===== src/rtl/tia_hsync_if.sv =====
// TIA horizontal sync counter port bundle.
// master = counter side, slave = timing/consumer side.
interface tia_hsync_if;
    logic       rsync;
    logic       hphi1;
    logic       hphi2;
    logic       shb;
    logic       shs;
    logic       rhs;
    logic       rcb;
    logic       rhb;
    logic       lrhb;
    logic       cnt;
    logic       rsynd;
    logic [5:0] hcount;

    modport master (
        input  rsync,
        output hphi1, hphi2,
        output shb, shs, rhs, rcb, rhb, lrhb, cnt,
        output rsynd, hcount
    );

    modport slave (
        output rsync,
        input  hphi1, hphi2,
        input  shb, shs, rhs, rcb, rhb, lrhb, cnt,
        input  rsynd, hcount
    );
endinterface


===== src/rtl/tia_hsync_counter.sv =====
// TIA horizontal sync counter: clk/4 two-phase clocks, 57-state line counter.
// Define TIA_HSYNC_LFSR_EN to hold the line index in the 6-bit XNOR LFSR.
module tia_hsync_counter (
    input  logic        clk,
    input  logic        reset,
    tia_hsync_if.master hs
);

`ifdef TIA_HSYNC_LFSR_EN
    function automatic logic [5:0] lfsr_at(input int k);
        logic [5:0] s;
        s = '0;
        for (int i = 0; i < k; i++)
            s = {s[4:0], ~(s[5] ^ s[4])};
        return s;
    endfunction

    localparam logic [5:0] H_SHB  = lfsr_at(0);
    localparam logic [5:0] H_SHS  = lfsr_at(4);
    localparam logic [5:0] H_RHS  = lfsr_at(8);
    localparam logic [5:0] H_RCB  = lfsr_at(12);
    localparam logic [5:0] H_RHB  = lfsr_at(16);
    localparam logic [5:0] H_LRHB = lfsr_at(18);
    localparam logic [5:0] H_CNT  = lfsr_at(36);
    localparam logic [5:0] H_END  = lfsr_at(56);
`else
    localparam logic [5:0] H_SHB  = 6'd0;
    localparam logic [5:0] H_SHS  = 6'd4;
    localparam logic [5:0] H_RHS  = 6'd8;
    localparam logic [5:0] H_RCB  = 6'd12;
    localparam logic [5:0] H_RHB  = 6'd16;
    localparam logic [5:0] H_LRHB = 6'd18;
    localparam logic [5:0] H_CNT  = 6'd36;
`endif

    logic [1:0] p_q;
    logic [5:0] h_q;
    logic [5:0] h_d;
    logic [5:0] h_inc;
    logic       wrap;
    logic       step;
    logic       pend_q;
    logic       hphi1_q;
    logic       hphi2_q;

    assign step = (p_q == 2'd3);

`ifdef TIA_HSYNC_LFSR_EN
    // END and the all-ones lock-up state both fall back to index 0
    assign h_inc = {h_q[4:0], ~(h_q[5] ^ h_q[4])};
    assign wrap  = (h_q == H_END) || (h_q == 6'h3f);
`else
    // 56 wraps to 0; 57..63 are illegal and recover the same way
    assign h_inc = h_q + 6'd1;
    assign wrap  = (h_q >= 6'd56);
`endif

    // Line index only moves on the step edge; a pending RSYNC reloads 0
    always_comb begin
        h_d = h_q;
        if (step) begin
            if (pend_q || wrap)
                h_d = '0;
            else
                h_d = h_inc;
        end
    end

    // Phase, line index, RSYNC pending and registered phase clocks
    always_ff @(posedge clk) begin
        if (reset) begin
            p_q     <= 2'd0;
            h_q     <= '0;
            pend_q  <= 1'b0;
            hphi1_q <= 1'b1;
            hphi2_q <= 1'b0;
        end else begin
            p_q     <= p_q + 2'd1;
            h_q     <= h_d;
            hphi1_q <= (p_q == 2'd3);
            hphi2_q <= (p_q == 2'd1);
            if (step && pend_q)
                pend_q <= 1'b0;
            else if (hs.rsync)
                pend_q <= 1'b1;
        end
    end

    assign hs.hphi1  = hphi1_q;
    assign hs.hphi2  = hphi2_q;
    assign hs.rsynd  = pend_q;
    assign hs.hcount = h_q;

    assign hs.shb  = (h_q == H_SHB);
    assign hs.shs  = (h_q == H_SHS);
    assign hs.rhs  = (h_q == H_RHS);
    assign hs.rcb  = (h_q == H_RCB);
    assign hs.rhb  = (h_q == H_RHB);
    assign hs.lrhb = (h_q == H_LRHB);
    assign hs.cnt  = (h_q == H_CNT);

endmodule


===== src/flat_wrapper.sv =====
// flat-port wrapper written by rule: the top's interface ports become plain ports
module tia_hsync_counter_flat 
  (clk, reset, hs_rsync, hs_hphi1, hs_hphi2, hs_shb, hs_shs, hs_rhs, hs_rcb, hs_rhb, hs_lrhb, hs_cnt, hs_rsynd, hs_hcount);
  tia_hsync_if hs_i ();
  input  logic clk;
  input  logic reset;
  input wire logic [$bits(hs_i.rsync)-1:0] hs_rsync;
  output wire logic [$bits(hs_i.hphi1)-1:0] hs_hphi1;
  output wire logic [$bits(hs_i.hphi2)-1:0] hs_hphi2;
  output wire logic [$bits(hs_i.shb)-1:0] hs_shb;
  output wire logic [$bits(hs_i.shs)-1:0] hs_shs;
  output wire logic [$bits(hs_i.rhs)-1:0] hs_rhs;
  output wire logic [$bits(hs_i.rcb)-1:0] hs_rcb;
  output wire logic [$bits(hs_i.rhb)-1:0] hs_rhb;
  output wire logic [$bits(hs_i.lrhb)-1:0] hs_lrhb;
  output wire logic [$bits(hs_i.cnt)-1:0] hs_cnt;
  output wire logic [$bits(hs_i.rsynd)-1:0] hs_rsynd;
  output wire logic [$bits(hs_i.hcount)-1:0] hs_hcount;
  assign hs_i.rsync = hs_rsync;
  assign hs_hphi1 = hs_i.hphi1;
  assign hs_hphi2 = hs_i.hphi2;
  assign hs_shb = hs_i.shb;
  assign hs_shs = hs_i.shs;
  assign hs_rhs = hs_i.rhs;
  assign hs_rcb = hs_i.rcb;
  assign hs_rhb = hs_i.rhb;
  assign hs_lrhb = hs_i.lrhb;
  assign hs_cnt = hs_i.cnt;
  assign hs_rsynd = hs_i.rsynd;
  assign hs_hcount = hs_i.hcount;
  tia_hsync_counter u_core (.clk(clk), .reset(reset), .hs(hs_i));
endmodule

===== config.mk =====
export PLATFORM = sky130hd
export DESIGN_NAME = tia_hsync_counter_flat
export DESIGN_NICKNAME = d
export VERILOG_FILES = /design/src/rtl/tia_hsync_if.sv /design/src/rtl/tia_hsync_counter.sv /design/src/flat_wrapper.sv
export SDC_FILE = /design/constraint.sdc
export NUM_CORES = 1
export LEC_CHECK = 0
export BUFFER_PORTS_ARGS = -buffer_cell sky130_fd_sc_hd__clkbuf_2
export CAP_MARGIN = 20
export CORE_MARGIN = 3
export CORE_UTILIZATION = 40
export CTS_CLUSTER_DIAMETER = 80
export DETAILED_ROUTE_END_ITERATION = 16
export HOLD_SLACK_MARGIN = 0.03
export PLACE_DENSITY_LB_ADDON = 0.12
export SYNTH_ARGS = -nofsm -noshare
export SYNTH_HDL_FRONTEND = slang
export SYNTH_SLANG_ARGS = --single-unit

===== constraint.sdc =====
create_clock -name clk -period 1.2 [get_ports clk]
set_input_delay 0.12 -clock clk [delete_from_list [all_inputs] [get_ports clk]]
set_output_delay 0.12 -clock clk [all_outputs]
set_load 0.005 [all_outputs]

==> results of run 1 <==
## kinds of logic (layout without fill, tap and decap cells)
logic type                 count (synthesis)  in the layout  synth area share (%)
buffers and inverters                      6             36                  5.77
AOI/OAI and AO/OA                          3              3                  4.39
and+or+nand+nor                           28             28                  27.5
muxes                                      2              2                  3.70
DFF                                       11             11                  40.6
xor gates and xnor gates                   4              4                  6.47
adders and majority gates                  5              5                  11.5
## per-layer routing
| metal | routed length, um | share of wire, % |
|---|---|---|
| met1 | 478 | 42 |
| met2 | 556 | 49 |
| met3 | 73 | 6.4 |
| met4 | 26 | 2.3 |
| met5 | 0 | 0 |
## per-stage QoR
step                setup slack, ns  util [%]  power (mW)  cell area, um2  cells
CTS                          -0.360      68.0       0.741             807    103
floorplan                  -0.00159         -       0.447             567     59
finish                       -0.336      69.4       0.733             823    103
global placement            -0.0875      61.8       0.481             733     99
detailed placement           -0.105      61.8       0.484             733     99
global route                 -0.430      69.4       0.785             823    103
## synth_stat cells, types with 2 or more instances
cell and number:
sky130_fd_sc_hd__ha_1 5, sky130_fd_sc_hd__nand2_1 3, sky130_fd_sc_hd__dfxtp_1 11, sky130_fd_sc_hd__xor2_1 3, sky130_fd_sc_hd__nand4_1 2, sky130_fd_sc_hd__and2_1 2, sky130_fd_sc_hd__mux2i_1 2, sky130_fd_sc_hd__nor2_1 12
sky130_fd_sc_hd__inv_1 4
## where the power goes
| group | switching (mW) | leakage [nW] | total, mW | internal (mW) |
|---|---|---|---|---|
| clock network | 0.123 | 0.0150 | 0.252 | 0.129 |
| logic | 0.0392 | 0.270 | 0.0888 | 0.0497 |
| registers | 0.0129 | 0.0929 | 0.393 | 0.380 |
| total | 0.175 | 0.378 | 0.733 | 0.559 |
## placed cells by master (no fill, tap or decap), types with 2 or more instances in the layout
cell type,count
sky130_fd_sc_hd__buf_2,4
sky130_fd_sc_hd__buf_4,9
sky130_fd_sc_hd__clkbuf_2,14
sky130_fd_sc_hd__clkbuf_4,3
sky130_fd_sc_hd__dfxtp_1,6
sky130_fd_sc_hd__dfxtp_2,4
sky130_fd_sc_hd__ha_1,2
sky130_fd_sc_hd__ha_4,3
sky130_fd_sc_hd__inv_1,2
sky130_fd_sc_hd__mux2i_1,2
sky130_fd_sc_hd__nand2_1,3
sky130_fd_sc_hd__nand4_1,2
sky130_fd_sc_hd__nor2_1,9
sky130_fd_sc_hd__nor2_2,3
sky130_fd_sc_hd__xor2_1,3
## how the worst max path moves through the flow
stage,end,slack (ns),cells past startpoint
2_1_floorplan,hs_shb,-0.002,4
3_3_place_gp,hs_shb,-0.09,5
3_5_place_dp,hs_shb,-0.10,5
4_1_cts,hs_shb,-0.36,5
5_1_grt,hs_shb,-0.43,5
6_report,hs_shs,-0.34,5
## worst register-to-register path, stage by stage, from the launching register on
cell and delay [ns]:
sky130_fd_sc_hd__dfxtp_1 0.41, sky130_fd_sc_hd__ha_4 0.21, sky130_fd_sc_hd__nand2_1 0.07, sky130_fd_sc_hd__o21ai_2 0.15, sky130_fd_sc_hd__buf_4 0.14, sky130_fd_sc_hd__nor2_1 0.04
## layout make-up
| class | instances | area share (%) |
|---|---|---|
| repair buffers | 28 | 20.5 |
| multi-input cells | 42 | 44.2 |
| clock buffers | 4 | 3.19 |
| flip-flops and latches | 11 | 27.8 |
| well taps | 14 | 2.13 |
| inverters | 4 | 2.13 |
## state kept, by name (all words and copies together) (netlist names)
name	flops
u_core.hs.hcount	6
u_core.p_q	2
u_core.hs.hphi1	1
u_core.hs.hphi2	1
u_core.hs.rsynd	1
## repair_timing
item	in CTS	in global routing
setup endpoints to repair	13	13
endpoints found under the hold margin	0	0
setup buffers	1	0
gates resized for setup	11	7
pin swaps	2	2
==> run_results.csv, run 1 <==
group,metric,value,unit
run_status,status,"finished, violations left",
run_status,violated_checks,"setup timing",
synth,syn-cell-area,542,um2
global_routing,met3_usage,7.63,%
setup_path,critPathLaunchType,"register",
floorplan,fp.dieH,42.8,um
sta,fmaxAchievable,651,MHz
floorplan,core-area,1190,um2
sta,timing.setup.tns,-1.20,ns
hold_path,worstHoldPathType,"input port to register",
drt,drt_pass1_iterations,3,
setup_path,r2r_setup_slack,0.07,ns
floorplan,rows,12,
sta,final_report_setup_violation_count,7,
setup_path,crit_type,"register to output pin",
drt,drc,0,
synth,synth.top_cells.by_area,"sky130_fd_sc_hd__dfxtp_1 41%, sky130_fd_sc_hd__ha_1 12%, sky130_fd_sc_hd__nor2_1 8.3%",
layout,drive_above_1_share,59.6,%
hold_path,min-delay-start,"hs_rsync",
synth,synth.yosys.seq_area_share,40.6,%
setup_path,worst-path-buf-inv,2,
global_routing,grt_antenna_before_repair,0,
sta,finalWorstSetupSlack,-0.336,ns
sta,max-slew-margin-rel,85.0,%
cts,cts_tree,"done",
synth,ys.flop_type,"sky130_fd_sc_hd__dfxtp_1",
floorplan,design.die.area,1830,um2
run,maxCapViolations,0,
setup_path,length_in_cells_of_the_worst_reg_to_reg_path,5,
synth,synth.top_cell.area_share,40.6,%
drt,dr_total_vias,475,
sta,report.final.slew_viol_count,0,
cts,cts-hold-fix-buffers,0,
synth,ys_async_sr_fraction,0,%
cts,cts.sinks,11,
setup_path,regToRegStartpoint,"u_core.p_q[0]",
synth,synth_edf_count,0,
setup_path,cp_slowest_cell,"sky130_fd_sc_hd__or3b_4",
floorplan,initial_core_util,45.7,%
floorplan,i_o_pin_count,19,
synth,post_synth_num_cell_types,24,
layout,filler_cell_count,109,
power_and_ir_drop,power.static_leakage,0.378,nW
hold_path,min_delay_path_depth,3,
setup_path,end_kind,"output pin",
layout,syn2layout_area_growth,52.0,%
cts,clk-insertion-delay-late,0.27,ns
power_and_ir_drop,power-per-cell-area,891,nW/um2
sta,timing.clock.skew,0.00385,ns
place,dp_hpwl,819,um
synth,number_of_instances_in_the_synthesized_netlist,59,
place,routabilityCongestion,0.688,
synth,syn_nets,67,
drt,detail_route.wirelength,1130,um
cts,clk_root_buffer_cell,"sky130_fd_sc_hd__clkbuf_4",
sta,worstMarginPinSlew,0.224,ns
setup_path,worst_path_dominant_cell_family,"simple AND/OR/NAND/NOR gates",
place,numPortBuffers,18,
cts,cts_buffer_depth,2,
global_routing,global_route.usage.met2,24.0,%
setup_path,regToRegEndpoint,"u_core.hs.hcount[1]",
global_routing,grt_pass1_wl,2000,um
sta,hold_ws,0.0801,ns
cts,cts-htree-levels,1,
global_routing,busiest_layer,"met2",
layout,multiInputGateArea,364,um2
drt,routedWlPerCell,11.0,um
setup_path,timing.critical_path.required,1.08,ns
power_and_ir_drop,power.ir.vdd_worst,556,uV
cts,clkSlewWorstSetupHoldPaths,0.06,ns
synth,postSynthRegisterBits,11,
drt,vias_per_cell,4.61,
synth,synth_top_cell_by_area,"sky130_fd_sc_hd__dfxtp_1",
global_routing,grt_overflow,0,
sta,final_min_period_over_clock_period,128,%
drt,ant_nets,0,
layout,num_antenna_cells,0,
drt,drt_first_iter_violations,5,
cts,total_clock_buffers_created_by_cts,3,
layout,layout.nets,98,
setup_path,crit_path_max_fanout,3,
global_routing,grt.total_usage,15.5,%
setup_path,crit_path_max_incr_delay,0.39,ns
floorplan,die_x,42.8,um
synth,syn-mean-instance-area,9.18,um2
synth,synthesis.yosys.warnings,0,
setup_path,arrival_time_of_the_worst_setup_path,1.42,ns
layout,layout.area.seq,229,um2
setup_path,path_cells,"inv_4 -> ha_4 -> or3b_4 -> nor2_2 -> buf_2",
sta,unrepaired_setup_endpoints_after_global_routing,"yes",
global_routing,groute.layer.met1.usage,16.7,%
sta,final_report_hold_violation_count,0,
sta,final_period_minus_worst_setup_slack,1.54,ns
hold_path,hold_end,"u_core.hs.rsynd",
global_routing,grt_start_max_net_pins,9,
global_routing,via_count_of_the_first_global_routing_pass,462,
setup_path,critical_path.startpoint,"u_core.hs.hcount[0]",
Note: power is estimated with default switching activity, not from simulation.
==> inputs of run 2 (changes only) <==
--- a/config.mk
+++ b/config.mk
@@ -5,6 +5,7 @@
 export SDC_FILE = /design/constraint.sdc
 export NUM_CORES = 1
 export LEC_CHECK = 0
+export ABC_AREA = 1
 export BUFFER_PORTS_ARGS = -buffer_cell sky130_fd_sc_hd__clkbuf_2
 export CAP_MARGIN = 20
 export CORE_MARGIN = 3
==> run_results.csv, run 2 <==
group,metric,value,unit
cts,cts-htree-levels,1,
layout,drive_above_1_share,56.6,%
setup_path,r2r_setup_slack,0.10,ns
sta,final_min_period_over_clock_period,108,%
cts,clk_root_buffer_cell,"sky130_fd_sc_hd__clkbuf_4",
global_routing,grt.total_usage,15.0,%
synth,yosysMostFrequentCell,"sky130_fd_sc_hd__nor2_1",
floorplan,rows,12,
sta,fmaxAchievable,774,MHz
synth,ys.flop_type,"sky130_fd_sc_hd__dfxtp_1",
synth,synth.mux.area_fraction,0,%
floorplan,initial_core_util,46.3,%
place,numPortBuffers,18,
cts,total_clock_buffers_created_by_cts,3,
synth,synth_edf_count,0,
drt,dr_total_vias,558,
drt,drt_pass1_iterations,2,
synth,syn_nets,85,
floorplan,i_o_pin_count,19,
synth,number_of_instances_in_the_synthesized_netlist,77,
synth,synth.top_cell.area_share,39.1,%
power_and_ir_drop,power-per-cell-area,852,nW/um2
synth,synth_area_in_compound_gates,6.67,%
sta,finalWorstSetupSlack,-0.0923,ns
synth,postSynthRegisterBits,11,
setup_path,crit_type,"register to output pin",
drt,routedWlPerCell,11.7,um
floorplan,design.die.area,1890,um2
synth,synth.yosys.seq_area_share,39.1,%
run_status,status,"finished, violations left",
setup_path,end_kind,"output pin",
sta,worstMarginPinSlew,0.241,ns
sta,timing.setup.tns,-0.513,ns
setup_path,path_cells,"inv_2 -> ha_4 -> nand3_4 -> nor2_2 -> buf_2",
synth,ys_async_sr_fraction,0,%
synth,syn-cell-area,563,um2
sta,report.final.slew_viol_count,0,
synth,post_synth_xor_xnor_area,0,%
power_and_ir_drop,finalPower,0.739,mW
sta,unrepaired_setup_endpoints_after_global_routing,"yes",
hold_path,min_delay_path_depth,2,
floorplan,fp.dieH,43.5,um
sta,hold_ws,0.0619,ns
layout,largest_reg_flops,6,
global_routing,grt_pass1_wl,2100,um
cts,cts-hold-fix-buffers,0,
drt,ant_nets,0,
synth,synth-simple-area-share,33.8,%
setup_path,timing.critical_path.to,"hs_shb",
cts,cts_buffer_depth,2,
synth,syn-mean-instance-area,7.31,um2
setup_path,timing.critical_path.required,1.08,ns
drt,vias_per_cell,4.65,
floorplan,die_x,43.5,um
global_routing,grt_overflow,0,
global_routing,grt_start_max_net_pins,9,
global_routing,grt_antenna_before_repair,0,
place,dp_hpwl,947,um
layout,layout.nets,115,
synth,synthesis.yosys.warnings,0,
sta,final_report_setup_violation_count,7,
setup_path,length_in_cells_of_the_worst_reg_to_reg_path,4,
setup_path,critical_path.startpoint,"u_core.hs.hcount[0]",
synth,synth-adder-area-share,11.1,%
synth,synth_top_cell_by_area,"sky130_fd_sc_hd__dfxtp_1",
run,maxCapViolations,0,
cts,cts.sinks,11,
layout,layout.cells.most_common_list,"14 x sky130_fd_sc_hd__nor2_1, 12 x sky130_fd_sc_hd__nand2_1, 11 x sky130_fd_sc_hd__clkbuf_2",
power_and_ir_drop,power.static_leakage,0.415,nW
drt,drt_first_iter_violations,6,
drt,detail_route.wirelength,1400,um
sta,timing.clock.skew,0.00276,ns
sta,final_report_hold_violation_count,0,
setup_path,cp_slowest_cell,"sky130_fd_sc_hd__dfxtp_2",
drt,drc,0,
sta,max-slew-margin-rel,83.7,%
setup_path,regToRegStartpoint,"u_core.p_q[0]",
setup_path,regToRegEndpoint,"u_core.hs.hcount[5]",
layout,num_antenna_cells,0,
synth,synth_top_family_by_area,"simple AND/OR/NAND/NOR gates",
floorplan,core-area,1220,um2
synth,synth.top_cells.by_area,"sky130_fd_sc_hd__dfxtp_1 39%, sky130_fd_sc_hd__ha_1 11%, sky130_fd_sc_hd__nor2_1 10%",
synth,synth.top_cells.by_count,"15 x sky130_fd_sc_hd__nor2_1, 14 x sky130_fd_sc_hd__nand2_1, 11 x sky130_fd_sc_hd__dfxtp_1, 11 x sky130_fd_sc_hd__inv_1, 5 x sky130_fd_sc_hd__ha_1",
global_routing,via_count_of_the_first_global_routing_pass,485,
layout,syn2layout_area_growth,54.0,%
setup_path,crit_path_max_incr_delay,0.32,ns
layout,most_common_library_cell_in_the_layout_ignoring_fill_and_taps,"sky130_fd_sc_hd__nor2_1",
hold_path,worstHoldPathType,"input port to register",
cts,clkSlewWorstSetupHoldPaths,0.07,ns
setup_path,arrival_time_of_the_worst_setup_path,1.17,ns
place,routabilityCongestion,0.770,
synth,post_synth_num_cell_types,16,
power_and_ir_drop,power.ir.vdd_worst,744,uV
run_status,violated_checks,"setup timing",
sta,final_period_minus_worst_setup_slack,1.29,ns
setup_path,crit_path_max_fanout,3,
cts,cts_tree,"done",
setup_path,critPathLaunchType,"register",
cts,clk-insertion-delay-late,0.27,ns
[run 2: changes by cell type in the layout (fill, tap and decap cells not counted), moves of 4 or more]
cell and delta:
sky130_fd_sc_hd__nand2_1 +9, sky130_fd_sc_hd__nor2_1 +5, sky130_fd_sc_hd__inv_1 +4, sky130_fd_sc_hd__nand2_2 +4
[run 2: where the power goes]
part,switching (mW),internal (mW),total [mW]
clock,0.122,0.129,0.250
combinational,0.0490,0.0479,0.0969
sequential,0.0110,0.381,0.392
[run 2: through the flow]
step / cells / setup WS, ns / instance area, um2 / utilization (%)
6_report: 120 / -0.0923 / 867 / 71.3
3_3_place_gp: 113 / 0.0486 / 697 / 57.3
2_1_floorplan: 77 / 0.139 / 563 / -
5_1_grt: 120 / -0.151 / 867 / 71.3
3_5_place_dp: 113 / -0.0233 / 697 / 57.3
4_1_cts: 120 / -0.122 / 822 / 67.6
[run 2: logic make-up (layout without fill, tap and decap cells)]
group           after synthesis  in the layout
compound gates                6              6
fa+ha+maj                     5              5
buf+inv                      12             41
flops                        11             11
simple gates                 43             43
[run 2: how the worst min path moves through the flow]
stage	from	to	slack [ns]
floorplan	reset	u_core.p_q[1]	0.19
global placement	hs_rsync	u_core.hs.rsynd	0.34
detailed placement	hs_rsync	u_core.hs.rsynd	0.35
CTS	reset	u_core.hs.hphi2	0.07
global route	reset	u_core.hs.hphi2	0.08
finish	reset	u_core.hs.hphi2	0.06
[run 2: final cells by class]
class	instances	area, um2
tap	14	17.5
fill	96	349
clock buffer	4	26.3
inverter	11	43.8
sequential	11	228
timing repair buffer	26	154
multi-input combinational	54	398
[run 2: routing by layer]
| metal | track usage (%) | share of wire (%) | vias to the layer above |
|---|---|---|---|
| met2 | 25.4 | 51 | 11 |
| met3 | 6.22 | 4.7 | 2 |
| li1 | - | - | 298 |
| met5 | 0 | 0 | - |
| met1 | 17.4 | 43 | 247 |
| met4 | 3.61 | 0.57 | 0 |
[run 2: repair_timing]
action	CTS	global route
pin swaps	7	4
gates cloned	0	0
endpoints found under the setup margin	11	13
resized for setup	23	17
hold endpoints to repair	0	0
buffers inserted	3	0
[run 2: critical path: cells and delay by family (launching register included)]
family | cells | cell delay, ns
adders and majority gates | 1 | 0.17
buffers and inverters | 2 | 0.21
DFF | 1 | 0.32
and+or+nand+nor | 2 | 0.20
